--- config.mk ---
export PLATFORM = sky130hd
export DESIGN_NAME = shift_seq_ctrl
export DESIGN_NICKNAME = d
export VERILOG_FILES = /design/src/rtl/shift_seq_pkg.sv /design/src/rtl/shift_step.sv /design/src/rtl/shift_seq_ctrl.sv
export SDC_FILE = /design/constraint.sdc
export NUM_CORES = 1
export LEC_CHECK = 0
export CORE_ASPECT_RATIO = 1.4
export CORE_UTILIZATION = 49
export DETAILED_ROUTE_END_ITERATION = 10
export PLACE_DENSITY = 0.89
export SLEW_MARGIN = 20
export SYNTH_ARGS = -nofsm -noshare
export SYNTH_HDL_FRONTEND = slang
export SYNTH_SLANG_ARGS = --single-unit
export TNS_END_PERCENT = 30
--- constraint.sdc ---
create_clock -name clk -period 3.9 [get_ports clk]
set_input_delay 0.975 -clock clk [delete_from_list [all_inputs] [get_ports clk]]
set_output_delay 0.975 -clock clk [all_outputs]
set_load 0.01 [all_outputs]
--- src/rtl/shift_seq_pkg.sv ---
// Shared types and constants for the sequential (one bit per clock) shifter.
package shift_seq_pkg;

  localparam int WIDTH_DEF = 32;

  localparam logic DIR_LEFT  = 1'b0;
  localparam logic DIR_RIGHT = 1'b1;

  typedef enum logic [1:0] {
    IDLE  = 2'd0,
    SHIFT = 2'd1,
    DONE  = 2'd2
  } state_t;

  // Operation mode latched at accept and held for the whole shift.
  typedef struct packed {
    logic dir;
    logic arith;
  } mode_t;

endpackage

--- src/rtl/shift_step.sv ---
// WIDTH-bit datapath register: parallel load, or a one-bit shift per enabled edge.
module shift_step
  import shift_seq_pkg::*;
#(
  parameter int WIDTH = WIDTH_DEF
) (
  input  logic             clk,
  input  logic             rst_n,
  input  logic             load,
  input  logic             en,
  input  logic             dir,
  input  logic             arith,
  input  logic [WIDTH-1:0] d,
  output logic [WIDTH-1:0] q
);

  logic [WIDTH-1:0] q_q, q_d;

  // Arithmetic fill re-copies the current MSB, which stays equal to the
  // captured sign bit across every step.
  always_comb begin
    q_d = q_q;
    if (load)
      q_d = d;
    else if (en) begin
      if (dir == DIR_LEFT)
        q_d = {q_q[WIDTH-2:0], 1'b0};
      else
        q_d = {arith & q_q[WIDTH-1], q_q[WIDTH-1:1]};
    end
  end

  always_ff @(posedge clk or negedge rst_n) begin
    if (!rst_n) q_q <= '0;
    else        q_q <= q_d;
  end

  assign q = q_q;

endmodule

--- src/rtl/shift_seq_ctrl.sv ---
// Request/result handshake controller around a bit-serial shifter:
// one shift per clock, abortable, result held until consumed.
module shift_seq_ctrl
  import shift_seq_pkg::*;
#(
  parameter int WIDTH = WIDTH_DEF,
  parameter int AMT_W = $clog2(WIDTH)
) (
  input  logic             clk,
  input  logic             clr,
  input  logic             req_valid,
  output logic             req_ready,
  input  logic [WIDTH-1:0] req_data,
  input  logic [AMT_W-1:0] req_amt,
  input  logic             req_dir,
  input  logic             req_arith,
  input  logic             abort,
  output logic             res_valid,
  input  logic             res_ready,
  output logic [WIDTH-1:0] res_data,
  output logic             busy
);

  state_t           state_q, state_d;
  logic [AMT_W-1:0] cnt_q, cnt_d;
  mode_t            mode_q, mode_d;
  logic             accept;
  logic             shift_en;

  assign accept = req_valid && req_ready;

  // State register
  always_ff @(posedge clk or negedge clr) begin
    if (!clr) begin
      state_q <= IDLE;
      cnt_q   <= '0;
      mode_q  <= '0;
    end else begin
      state_q <= state_d;
      cnt_q   <= cnt_d;
      mode_q  <= mode_d;
    end
  end

  // Next-state logic; abort wins over completion and over res_ready.
  always_comb begin
    state_d = state_q;
    cnt_d   = cnt_q;
    mode_d  = mode_q;
    case (state_q)
      IDLE: begin
        if (accept) begin
          mode_d.dir   = req_dir;
          mode_d.arith = req_arith;
          cnt_d        = req_amt;
          state_d      = (req_amt == '0) ? DONE : SHIFT;
        end
      end
      SHIFT: begin
        if (abort) begin
          cnt_d   = '0;
          state_d = IDLE;
        end else begin
          cnt_d = cnt_q - AMT_W'(1);
          if (cnt_q == AMT_W'(1)) state_d = DONE;
        end
      end
      DONE: begin
        if (abort || res_ready) state_d = IDLE;
      end
      default: begin
        cnt_d   = '0;
        state_d = IDLE;
      end
    endcase
  end

  // Outputs
  always_comb begin
    req_ready = (state_q == IDLE) && clr;
    res_valid = (state_q == DONE);
    busy      = (state_q != IDLE);
    shift_en  = (state_q == SHIFT) && !abort;
  end

  shift_step #(.WIDTH(WIDTH)) u_step (
    .clk   (clk),
    .rst_n (clr),
    .load  (accept),
    .en    (shift_en),
    .dir   (mode_q.dir),
    .arith (mode_q.arith),
    .d     (req_data),
    .q     (res_data)
  );

endmodule

# After elaboration in Yosys (flattened, before gate mapping)
# Cells that the tools add are included.
word_totals:
  reg_bits: 41
  elab_cells: 38
  inputBits: 44
  output_inout_bits: 35
op_classes:
  add_sub_neg: 1
  eq_ne: 6
  bitwise_logic: 2
  n_reduce_logical: 12
  mux: 12
ops:
  columns: ["operator", "n"]
  rows:
  - ["two-way mux 32 bit", 3]
  - ["one-hot mux 5 bit (3 select lines)", 1]
  - ["two-way mux 2 bit", 5]
  - ["two-way mux 5 bit", 2]
  - ["one-hot mux 2 bit (3 select lines)", 1]
  - ["== test 5 x 1 -> 1 bit (second input constant)", 1]
  - ["zero test 5 bit", 1]
  - ["subtractor 5 x 1 -> 5 bit (second input constant)", 1]
  - ["AND reduction 2 bit", 2]
  - ["nonzero test 2 bit", 2]
  - ["logical AND 1 bit", 3]
  - ["!= test 3 bit (second input constant)", 1]
  - ["AND reduction 3 bit", 1]
  - ["== test 2 x 1 -> 1 bit (second input constant)", 1]
  - ["== test 2 bit (second input constant)", 1]
  - ["zero test 2 bit", 1]
  - ["!= test 2 x 1 -> 1 bit (second input constant)", 1]
  - ["!= test 2 bit (second input constant)", 1]
  - ["bitwise AND 1 bit", 1]
  - ["zero test 1 bit", 1]
  - ["logical OR 1 bit", 1]
  - ["inverter 1 bit", 1]

# Longest topological paths before layout
# Gate-level depths: netlist (run 1).
depth:
  word_depth: 5
  mapped_depth: 6
  ltp_nobuf: 5

# Cells and area by module
# Synthesis (run 1) repeated with hierarchy kept, for this count alone.
hier_totals:
  cells_unflattened: 232
  hier_area_um2: 2397.3
modules_own_cells:
  columns: ["module", "n_inst", "area_each_um2", "cells_each", "seq_area_each_um2"]
  rows:
  - ["shift_step", 1, 1854.3, 179, 800.8]
  - ["shift_seq_ctrl", 1, 543.0, 53, 225.2]

# Worst setup path before layout (run 1)
# Ideal clock, no wire load.
synth_path:
  path_type: "input to output"
  start: "in clr"
  end: "out req_ready"
  t_required_ns: 2.925
  path_slack_ns: 1.804
  path_buffers: 0
  cell_stages: 1
  t_arrival_ns: 1.121
  path_cell_list: "and2_1"
synth_between:
  elab_chain_len: 1
synth_rtl:
  columns: ["item", "line_no", "source"]
  rows:
  - ["from (decl)", "shift_seq_ctrl.sv:10", "input logic clr,"]
  - ["logical AND 1 bit", "shift_seq_ctrl.sv:80", "req_ready = (state_q == IDLE) && clr;"]
  - ["to (decl)", "shift_seq_ctrl.sv:12", "output logic req_ready,"]
# No other way between the ends.

# Worst setup path after layout (run 1)
layout_path:
  start: "reg state_q[0]"
  end: "out req_ready"
layout_between:
  elab_chain_len: 2
layout_rtl:
  columns: ["item", "line_no", "source"]
  rows:
  - ["from (decl)", "shift_seq_ctrl.sv:24", "state_t state_q, state_d;"]
  - ["from (signal assigned)", "shift_seq_ctrl.sv:39", "state_q <= state_d;"]
  - ["zero test 2 bit", "shift_seq_ctrl.sv:80", null]
  - ["logical AND 1 bit", "shift_seq_ctrl.sv:80", null]
# No other way between the ends.

==> results of run 1 <==
==> area by class of cell <==
cell class / instances / share of cell area, %
clock inverter: 3 / 0.5569
timing repair buffer: 83 / 25.86
inverter: 5 / 0.5967
multi-input combinational: 140 / 35.68
tap: 62 / 2.466
clock buffer: 5 / 2.188
sequential: 41 / 32.66
==> worst max-delay path: cells and delay by family (launching register included) <==
family | cells | cell delay [ns]
flops | 1 | 0.56
simple gates | 2 | 0.52
buf+inv | 1 | 0.53
==> sequential cells by signal, summed over array words and instances (netlist names) <==
signal,flops
u_step.q,32
cnt_q,5
state_q,2
mode_q,2
==> cells in the mapped netlist, drive strengths merged <==
master / n
mux2: 3
ha: 2
a21oi: 2
a311oi: 1
nand2: 4
buf: 18
nor2b: 2
o22ai: 4
o2bb2ai: 1
and2: 2
nor4: 2
nor3b: 2
nor3: 3
inv: 5
nor4bb: 1
o21ai: 1
nor2: 35
a221o: 30
mux2i: 32
a32o: 1
dfrtp: 41
a22o: 3
and3b: 1
o22a: 1
a21o: 1
a211oi: 2
or3b: 1
a32oi: 1
o31ai: 1
nor4b: 1
==> metrics by stage <==
stage	total power [mW]	cells	utilization [%]	setup slack [ns]
2_1_floorplan	1.459	204	-	1.804
4_1_cts	2.253	339	69.35	1.019
3_5_place_dp	1.972	331	67.45	1.046
6_report	2.241	339	69.35	1.027
5_1_grt	2.393	339	69.35	0.8863
3_3_place_gp	1.938	331	67.45	0.8341
==> final timing paths <==
kind / slack [ns] / to / start
max: 1.03 / req_ready / state_q[0]$_DFFE_PN0P_
min: 0.51 / cnt_q[4]$_DFFE_PN0P_ / cnt_q[4]$_DFFE_PN0P_
max reg2reg: 1.82 / state_q[1]$_DFFE_PN0P_ / state_q[0]$_DFFE_PN0P_
min reg2reg: 0.51 / cnt_q[4]$_DFFE_PN0P_ / cnt_q[4]$_DFFE_PN0P_
max in group asynchronous: 2.66 / mode_q[1]$_DFFE_PN0P_ / clr
min in group asynchronous: 0.86 / u_step.q[23]$_DFFE_PN0P_ / clr
==> power by group <==
part	internal, mW	leakage [nW]	switching, mW	total, mW
Clock	0.124	0.0439	0.153	0.276
Sequential	0.624	0.509	0.297	0.922
Combinational	0.659	0.786	0.385	1.04
Total	1.41	1.34	0.834	2.24
==> metal layers <==
| metal | vias to the layer above | share of wire, % | GRT usage (%) |
|---|---|---|---|
| met5 | - | 0 | 0 |
| met4 | 0 | 1.7 | 8.668 |
| met3 | 9 | 4.8 | 4.517 |
| met2 | 73 | 51 | 38.08 |
| met1 | 959 | 42 | 30.88 |
| li1 | 919 | - | - |
==> kinds of logic after synthesis <==
group | share of synthesized area, %
AO/OA/AOI/OAI | 20.10
adder cells (fa/ha/maj) | 1.083
buffers and inverters | 6.988
flip-flops | 44.42
multiplexers | 15.33
AND/OR/NAND/NOR | 12.08
==> results.md, run 1 <==
- Status: complete, no violations
- Final slew viol count: 0
- Cell area after placement: 3059 um^2
- Sequential cell area: 1027 um^2
- Final wirelength: 5.581 mm
- Initial Util: 50.92%
- Root buffer cell: clkbuf_8
- Die width: 60.03 um
- DP HPWL: 3.838 mm
- Post-CTS resize count: 0
- Req. time, crit path: roughly 2.9 ns
- Hold WC Path Type: flip-flop to flip-flop
- Worst-path cell chain: nor2_1, and2_1, clkdlybuf4s50_1
- Drt first pass iters: 5
- Leak Pwr: 1.339 nW
- Most frequent cells in the layout: clkdlybuf4s50_1 (77), dfrtp_1 (40), nor2_1 (34), mux2i_1 (32), a221o_1 (30)
- Post-route DRC: 0
- Share of cells above drive strength 1: 9.386%
- Setup TNS Final: 0 ns
- Die Area: 4996 um^2
- Fmax: 0.3481 GHz
- Antenna-violating nets left: 0
- Final instance area: roughly 3100 um^2
- CTS Buf Count: 5
- Layout area overhead: 36.19%
- Vias: 1960
- First-pass GRT wire length: between 9 and 10 mm
- Die H: approximately 83 um
- Final min period: approximately 2.9 ns
- Worst skew pair latency: 0.29 ns
- CTS Buffer Depth: 2
- Synth area leader: dfrtp_1
- Syn_nets: 250
- Yosys reg bits: between 40 and 50
- GRT Total Usage: between 20% and 30%
- Max-cap violation count: 0
- N_diodes: 0
- # fillers: about 350
- Rel. slew slack: 39.05%
- Most common cell after layout, fill and taps aside: clkdlybuf4s50_1
- Crit end category: output pin
- Max IR drop VDD: 0.0003763 V
- WHS Path Cells: 1
- Share of the synthesized area in the top cell type: between 40 and 50%
- Clock Sinks: 41
- GRT Residual Overflow: 0
- Final #Nets: between 300 and 400
- Clock transition at the registers of the reported paths: 0.08 ns
- Crit-path max cell delay: 0.56 ns
- Port Buffers: 78
- Vias in the first global route: 1907
- Initial antenna violation count: 0
- Iteration-0 DRC Markers: approximately 180
- Post-Syn Instances: around 200
- Largest net degree at the start of global routing: 44
- CP max stage cell: dfrtp_1
- Sequential share of the synthesized area: 44.42%
- Setup CP Type: flip-flop to output pin
- Cell Area, Synth: 2310 um^2
- Worst Tran Pin Value: 0.9143 ns
- Top post-synthesis cells by area: dfrtp_1 (44%), mux2i_1 (14%), a221o_1 (13%), nor2_1 (5.5%), buf_6 (3.9%)
- Worst Path Arrival: 1.90 ns
- # hold bufs at CTS: 0
- Core Rows: 29
- Startpoint Class: flip-flop
- Worst Skew: ~0.0045 ns
- I/O pins: 79
- Syn avg cell area: 11.32 um^2
- Wire per inst: between 15 and 20 um
- PD cells: 712.6 nW/um^2
- Final hold vios: 0
- Multi-input logic area: 1122 um^2
- Fin crit share: 73.66%
- Endpoints failing setup: 0
- Netlist cell types: 36
- RSZ-0062 raised after global routing: no
- Routed vias/inst: ~5.8
- Hold Worst Slack: slightly above 0.5 ns
- Synth warnings: 0
- CTS tree: built
- Worst-path maximum fanout: 13
- Reg2reg path depth: 4
- GPL Wtd Cong: 0.8694
- Core area: around 4500 um^2
- H-tree depth: 2
- Post-CTS Setup Bufs: 0
No activity file was read; power rests on OpenSTA's default activity.
==> inputs of run 2 (changes only) <==
--- a/config.mk
+++ b/config.mk
@@ -6,9 +6,9 @@
 export NUM_CORES = 1
 export LEC_CHECK = 0
 export CORE_ASPECT_RATIO = 1.4
-export CORE_UTILIZATION = 49
+export CORE_UTILIZATION = 41
 export DETAILED_ROUTE_END_ITERATION = 10
-export PLACE_DENSITY = 0.89
+export PLACE_DENSITY = 0.8
 export SLEW_MARGIN = 20
 export SYNTH_ARGS = -nofsm -noshare
 export SYNTH_HDL_FRONTEND = slang
==> constraint.sdc (replaced) <==
create_clock -name clk -period 2.6 [get_ports clk]
set_input_delay 0.65 -clock clk [delete_from_list [all_inputs] [get_ports clk]]
set_output_delay 0.65 -clock clk [all_outputs]
set_load 0.01 [all_outputs]
==> run 2 against run 1 <==
  * Clock power is 94% higher
  * Design area is 2.5% higher
  * Clock skew up 0.0020 ns
==> results.md, run 2 (synthesized netlist as in run 1, its figures left out) <==
- Status: complete, no violations
- PD cells: 1088 nW/um^2
- CP Launch Point: state_q[1]$_DFFE_PN0P_
- Most frequent cells in the layout: clkdlybuf4s50_1 (77), dfrtp_1 (40), nor2_1 (34), mux2i_1 (32), a221o_1 (30)
- Final #Nets: 325
- DP HPWL: 3.898 mm
- Root buffer cell: clkbuf_8
- Global route hottest layer: met2
- First-pass GRT wire length: 9.618 mm
- Initial Util: 42.11%
- Crit end category: output pin
- RR Endpoint: mode_q[1]$_DFFE_PN0P_
- R2R Path Start: state_q[0]$_DFFE_PN0P_
- Met3 usage in global routing: 3.788%
- Clock Sinks: slightly above 40
- Core area: 5485 um^2
- Worst Tran Pin Value: 0.7000 ns
- Setup CP Type: flip-flop to output pin
- Max IR drop VDD: 0.0004281 V
- Leak Pwr: 1.377 nW
- Vias in the first global route: 2017
- Final min period: roughly 2.3 ns
- Share of cells above drive strength 1: 9.643%
- Clock transition at the registers of the reported paths: ~0.080 ns
- Iteration-0 DRC Markers: 195
- Worst Skew: 0.006573 ns
- GPL Wtd Cong: ~0.94
- Final hold vios: 0
- Startpoint Class: flip-flop
- R2R Setup Slk: approximately 0.7 ns
- Final slew viol count: 0
- Post-CTS Setup Bufs: 0
- Initial antenna violation count: 0
- Die width: 65.44 um
- CTS tree: built
- Post-route DRC: 0
- Drt first pass iters: 4
- Worst Path Arrival: 1.68 ns
- H-tree depth: 2
- Setup TNS Final: 0 ns
- Routed vias/inst: 5.730
- Wire per inst: 16.46 um
- Fmax: 0.4291 GHz
- Die H: around 91 um
- Worst skew pair latency: 0.29 ns
- Layout area overhead: 39.54%
- Post-CTS resize count: 0
- Reg2reg path depth: 4
- Number of flip-flops in the largest register: 32
- Final wirelength: 5.727 mm
- Vias: 1994
- RSZ-0062 raised after global routing: no
- CTS Buffer Depth: 2
- GR Layer Usage met1: 27.57%
- Met2 usage: approximately 34%
- Hold WC Path Type: input pin to async pin
- I/O pins: 79
- GRT Residual Overflow: 0
- Max-cap violation count: 0
- # hold bufs at CTS: 0
- Worst-path maximum fanout: 9
- Hold Worst Slack: 0.4902 ns
- Endpoints failing setup: 0
- Antenna-violating nets left: 0
- Most common cell after layout, fill and taps aside: clkdlybuf4s50_1
- Largest net degree at the start of global routing: 42
- GRT Total Usage: 20.77%
- N_diodes: 0
- Rel. slew slack: 53.22%
- Req. time, crit path: 1.95 ns
- Fin crit share: 89.64%
- CTS Buf Count: 5
- Die Area: 5942 um^2
- Core Rows: 32
- Port Buffers: 78
## run 2: changes by cell type in the layout (fill, tap and decap cells not counted)
cell        previous run  this run
nor2_4                 0         1
buf_12                 0         1
or3b_2                 1         0
or3b_1                 0         1
buf_4                  5         7
bufinv_16              0         1
clkinvlp_4             1         0
clkbuf_1               0         1
clkinv_2               2         0
clkbuf_8               5         6
nor2_2                 1         0
## run 2: worst max-delay path by stage
stage	depth (start not counted)	endpoint	slack, ns
final	4	busy	0.27
after global routing	4	busy	0.15
after CTS	4	busy	0.25
after detailed placement	4	mode_q[1]$_DFFE_PN0P_	0.23
after global placement	4	u_step.q[9]$_DFFE_PN0P_	0.05
after floorplan	3	req_ready	0.97
## run 2: worst max-delay path, cell delays in order (launching register included)
cell and delay, ns:
dfrtp_1 0.55, nor2_1 0.11, buf_4 0.16, inv_1 0.04
clkdlybuf4s50_1 0.52
## run 2: area by class of cell
cell class | count | area [um^2]
Fill cell | 491 | 2262
Multi-Input combinational cell | 140 | 1127
Sequential cell | 41 | 1027
Timing Repair Buffer | 86 | 848.3
Clock buffer | 7 | 86.33
Tap cell | 68 | 85.08
Clock inverter | 1 | 30.03
Inverter | 5 | 18.77
## run 2: metal layers
metal,routed length [um],vias to the layer above
met5,0,-
met4,87,0
met3,325,10
met2,2882,93
met1,2432,968
li1,-,923
## run 2: through the flow
| step | setup slack, ns | instances | cell area, um^2 | util, % | total power, mW |
|---|---|---|---|---|---|
| finish | 0.2693 | 348 | 3223 | 58.76 | 3.506 |
| global route | 0.1509 | 348 | 3223 | 58.76 | 3.729 |
| CTS | 0.2461 | 348 | 3223 | 58.76 | 3.525 |
| detailed placement | 0.2270 | 340 | 3107 | 56.64 | 2.985 |
| global placement | 0.05412 | 340 | 3102 | 56.55 | 2.927 |
| floorplan | 0.9704 | 204 | 2310 | - | 2.189 |
## run 2: power by group
group          total, mW  internal, mW  switching, mW
Sequential          1.34         0.938          0.406
Combinational       1.63          1.01          0.621
Clock              0.536         0.313          0.222
Total               3.51          2.26           1.25
==> inputs of run 3 (changes only) <==
--- a/config.mk
+++ b/config.mk
@@ -6,9 +6,10 @@
 export NUM_CORES = 1
 export LEC_CHECK = 0
 export CORE_ASPECT_RATIO = 1.4
-export CORE_UTILIZATION = 41
+export CORE_UTILIZATION = 46
+export CTS_BUF_LIST = sky130_fd_sc_hd__clkbuf_16
 export DETAILED_ROUTE_END_ITERATION = 10
-export PLACE_DENSITY = 0.8
+export PLACE_DENSITY = 0.85
 export SLEW_MARGIN = 20
 export SYNTH_ARGS = -nofsm -noshare
 export SYNTH_HDL_FRONTEND = slang
==> constraint.sdc (replaced) <==
create_clock -name clk -period 2.53 [get_ports clk]
set_input_delay 0.6325 -clock clk [delete_from_list [all_inputs] [get_ports clk]]
set_output_delay 0.6325 -clock clk [all_outputs]
set_load 0.01 [all_outputs]
==> run 3 against run 2 <==
  * Combinational power up 4%
  * Die area down 11%
  * Core utilization up 9.5 points
  * Global-route usage up 2.4 points
  * Via count about the same
  * Setup slack worse by 0.11 ns
  * Cell count down 1.1%
  * Register-to-register slack better by 0.08 ns
  * Design area up 2.6%
==> results.md, run 3 (synthesized netlist as in run 1, its figures left out) <==
- Status: complete, no violations
- R2R Path Start: state_q[0]$_DFFE_PN0P_
- Hold Worst Slack: 0.1609 ns
- Rel. slew slack: 65.99%
- Number of flip-flops in the largest register: 32
- Final Total Pwr: 3.892 mW
- First-pass GRT wire length: approximately 9.2 mm
- Root buffer cell: clkbuf_16
- Worst Tran Pin Value: slightly above 0.5 ns
- Initial Util: a little under half
- Worst-path cell chain: nor2_2, and2_1, clkdlybuf4s50_1
- Iteration-0 DRC Markers: 156
- Final Util: roughly two thirds
- Layout area overhead: 43.12%
- # fillers: 359
- Placed cells: 336
- Wire per inst: 16.65 um
- PD cells: 1177 nW/um^2
- Endpoints failing setup: 0
- Share of cells above drive strength 1: 10.36%
- RSZ-0062 raised after global routing: no
- Vias: ~2000
- Die H: 85.84 um
- CP max stage cell: clkdlybuf4s50_1
- Worst Skew: 0.001681 ns
- Worst Path Arrival: 1.74 ns
- Final wirelength: 5.728 mm
- DP HPWL: 3.802 mm
- Fin crit share: 93.60%
- Largest net degree at the start of global routing: 41
- Most common cell after layout, fill and taps aside: clkdlybuf4s50_1
- Die width: a little over 60 um
- Antenna-violating nets left: 0
- N_diodes: 0
- Worst-path maximum fanout: 9
- GRT Residual Overflow: 0
- Worst skew pair latency: between 0.2 and 0.3 ns
- Max-cap violation count: 0
- Port Buffers: 78
- Post-route DRC: 0
- Max IR drop VDD: around 0.00056 V
- Clock transition at the registers of the reported paths: 0.06 ns
- Most frequent cells in the layout: clkdlybuf4s50_1 (77), dfrtp_1 (40), nor2_1 (33), mux2i_1 (32), a221o_1 (30)
- Crit end category: output pin
- Final slew viol count: 0
- Layout Cells excl Fill: approximately 340
- Fmax: between 0.4 and 0.5 GHz
- Sequential cell area: 1027 um^2
- Crit-path max cell delay: 0.53 ns
- CTS Buffer Depth: 2
- Initial antenna violation count: 0
- Setup CP Type: flip-flop to output pin
- Final min period: 2.368 ns
- Die Area: 5312 um^2
- Multi-input logic area: 1125 um^2
- Drt first pass iters: 5
- H-tree depth: 2
- Final #Nets: 325
- CTS Buf Count: 5
- I/O pins: 79
- Req. time, crit path: 1.90 ns
- Clock Sinks: 41
- Core Rows: 30
- Final hold vios: 0
- CP Launch Point: state_q[1]$_DFFE_PN0P_
- Vias in the first global route: 1983
- Setup TNS Final: 0 ns
- Routed vias/inst: 5.794
- Startpoint Class: flip-flop
- GRT Total Usage: ~23%
- CTS tree: built
- Core area: 4842 um^2
- Hold WC Path Type: input pin to async pin
- GPL Wtd Cong: 0.8954
- Leak Pwr: 1.415 nW
## run 3: layout make-up
class	instances	share of cell area, %
timing repair buffer	86	26.04
clock buffer	5	3.785
inverter	5	0.5678
clock inverter	3	2.082
tap	64	2.422
sequential	41	31.08
multi-input combinational	140	34.03
## run 3: repair_timing
item / CTS / global route
hold buffers: 0 / 0
endpoints found under the setup margin: 0 / 1
gates resized for setup: 0 / 1
setup buffers: 0 / 0
endpoints found under the hold margin: 0 / 0
## run 3: critical path, delay by kind of cell (launching register included)
family        cells  cell delay, ns
buf+inv           1            0.53
flops             1            0.51
simple gates      2            0.42
## run 3: worst paths after layout
check | end | slack [ns] | depth (start not counted)
min in group clk | cnt_q[4]$_DFFE_PN0P_ | 0.51 | 1
min reg2reg | cnt_q[4]$_DFFE_PN0P_ | 0.51 | 1
max reg2reg | u_step.q[5]$_DFFE_PN0P_ | 0.79 | 5
max | req_ready | 0.16 | 3
min | cnt_q[2]$_DFFE_PN0P_ | 0.16 | 1
max in group asynchronous | mode_q[1]$_DFFE_PN0P_ | 1.63 | 2
## run 3: routing by layer
metal | routed length, um | part of all wire, % | GRT usage (%)
met5 | 0 | 0 | 0
met4 | 194 | 3.4 | 11.31
met3 | 254 | 4.4 | 4.977
met2 | 2979 | 52 | 37.05
met1 | 2299 | 40 | 28.93
## run 3: through the flow
stage               setup slack [ns]  instance area, um^2
floorplan                     0.9179                 2310
global placement              0.3446                 3109
detailed placement            0.3089                 3109
CTS                          0.06985                 3303
global route                 0.07887                 3306
finish                        0.1619                 3306
## run 3: power by group
part | internal (mW) | leakage (nW) | switching, mW
Combinational | 1.04 | 0.811 | 0.658
Clock | 0.569 | 0.0944 | 0.259
Sequential | 0.966 | 0.509 | 0.406
Total | 2.57 | 1.42 | 1.32
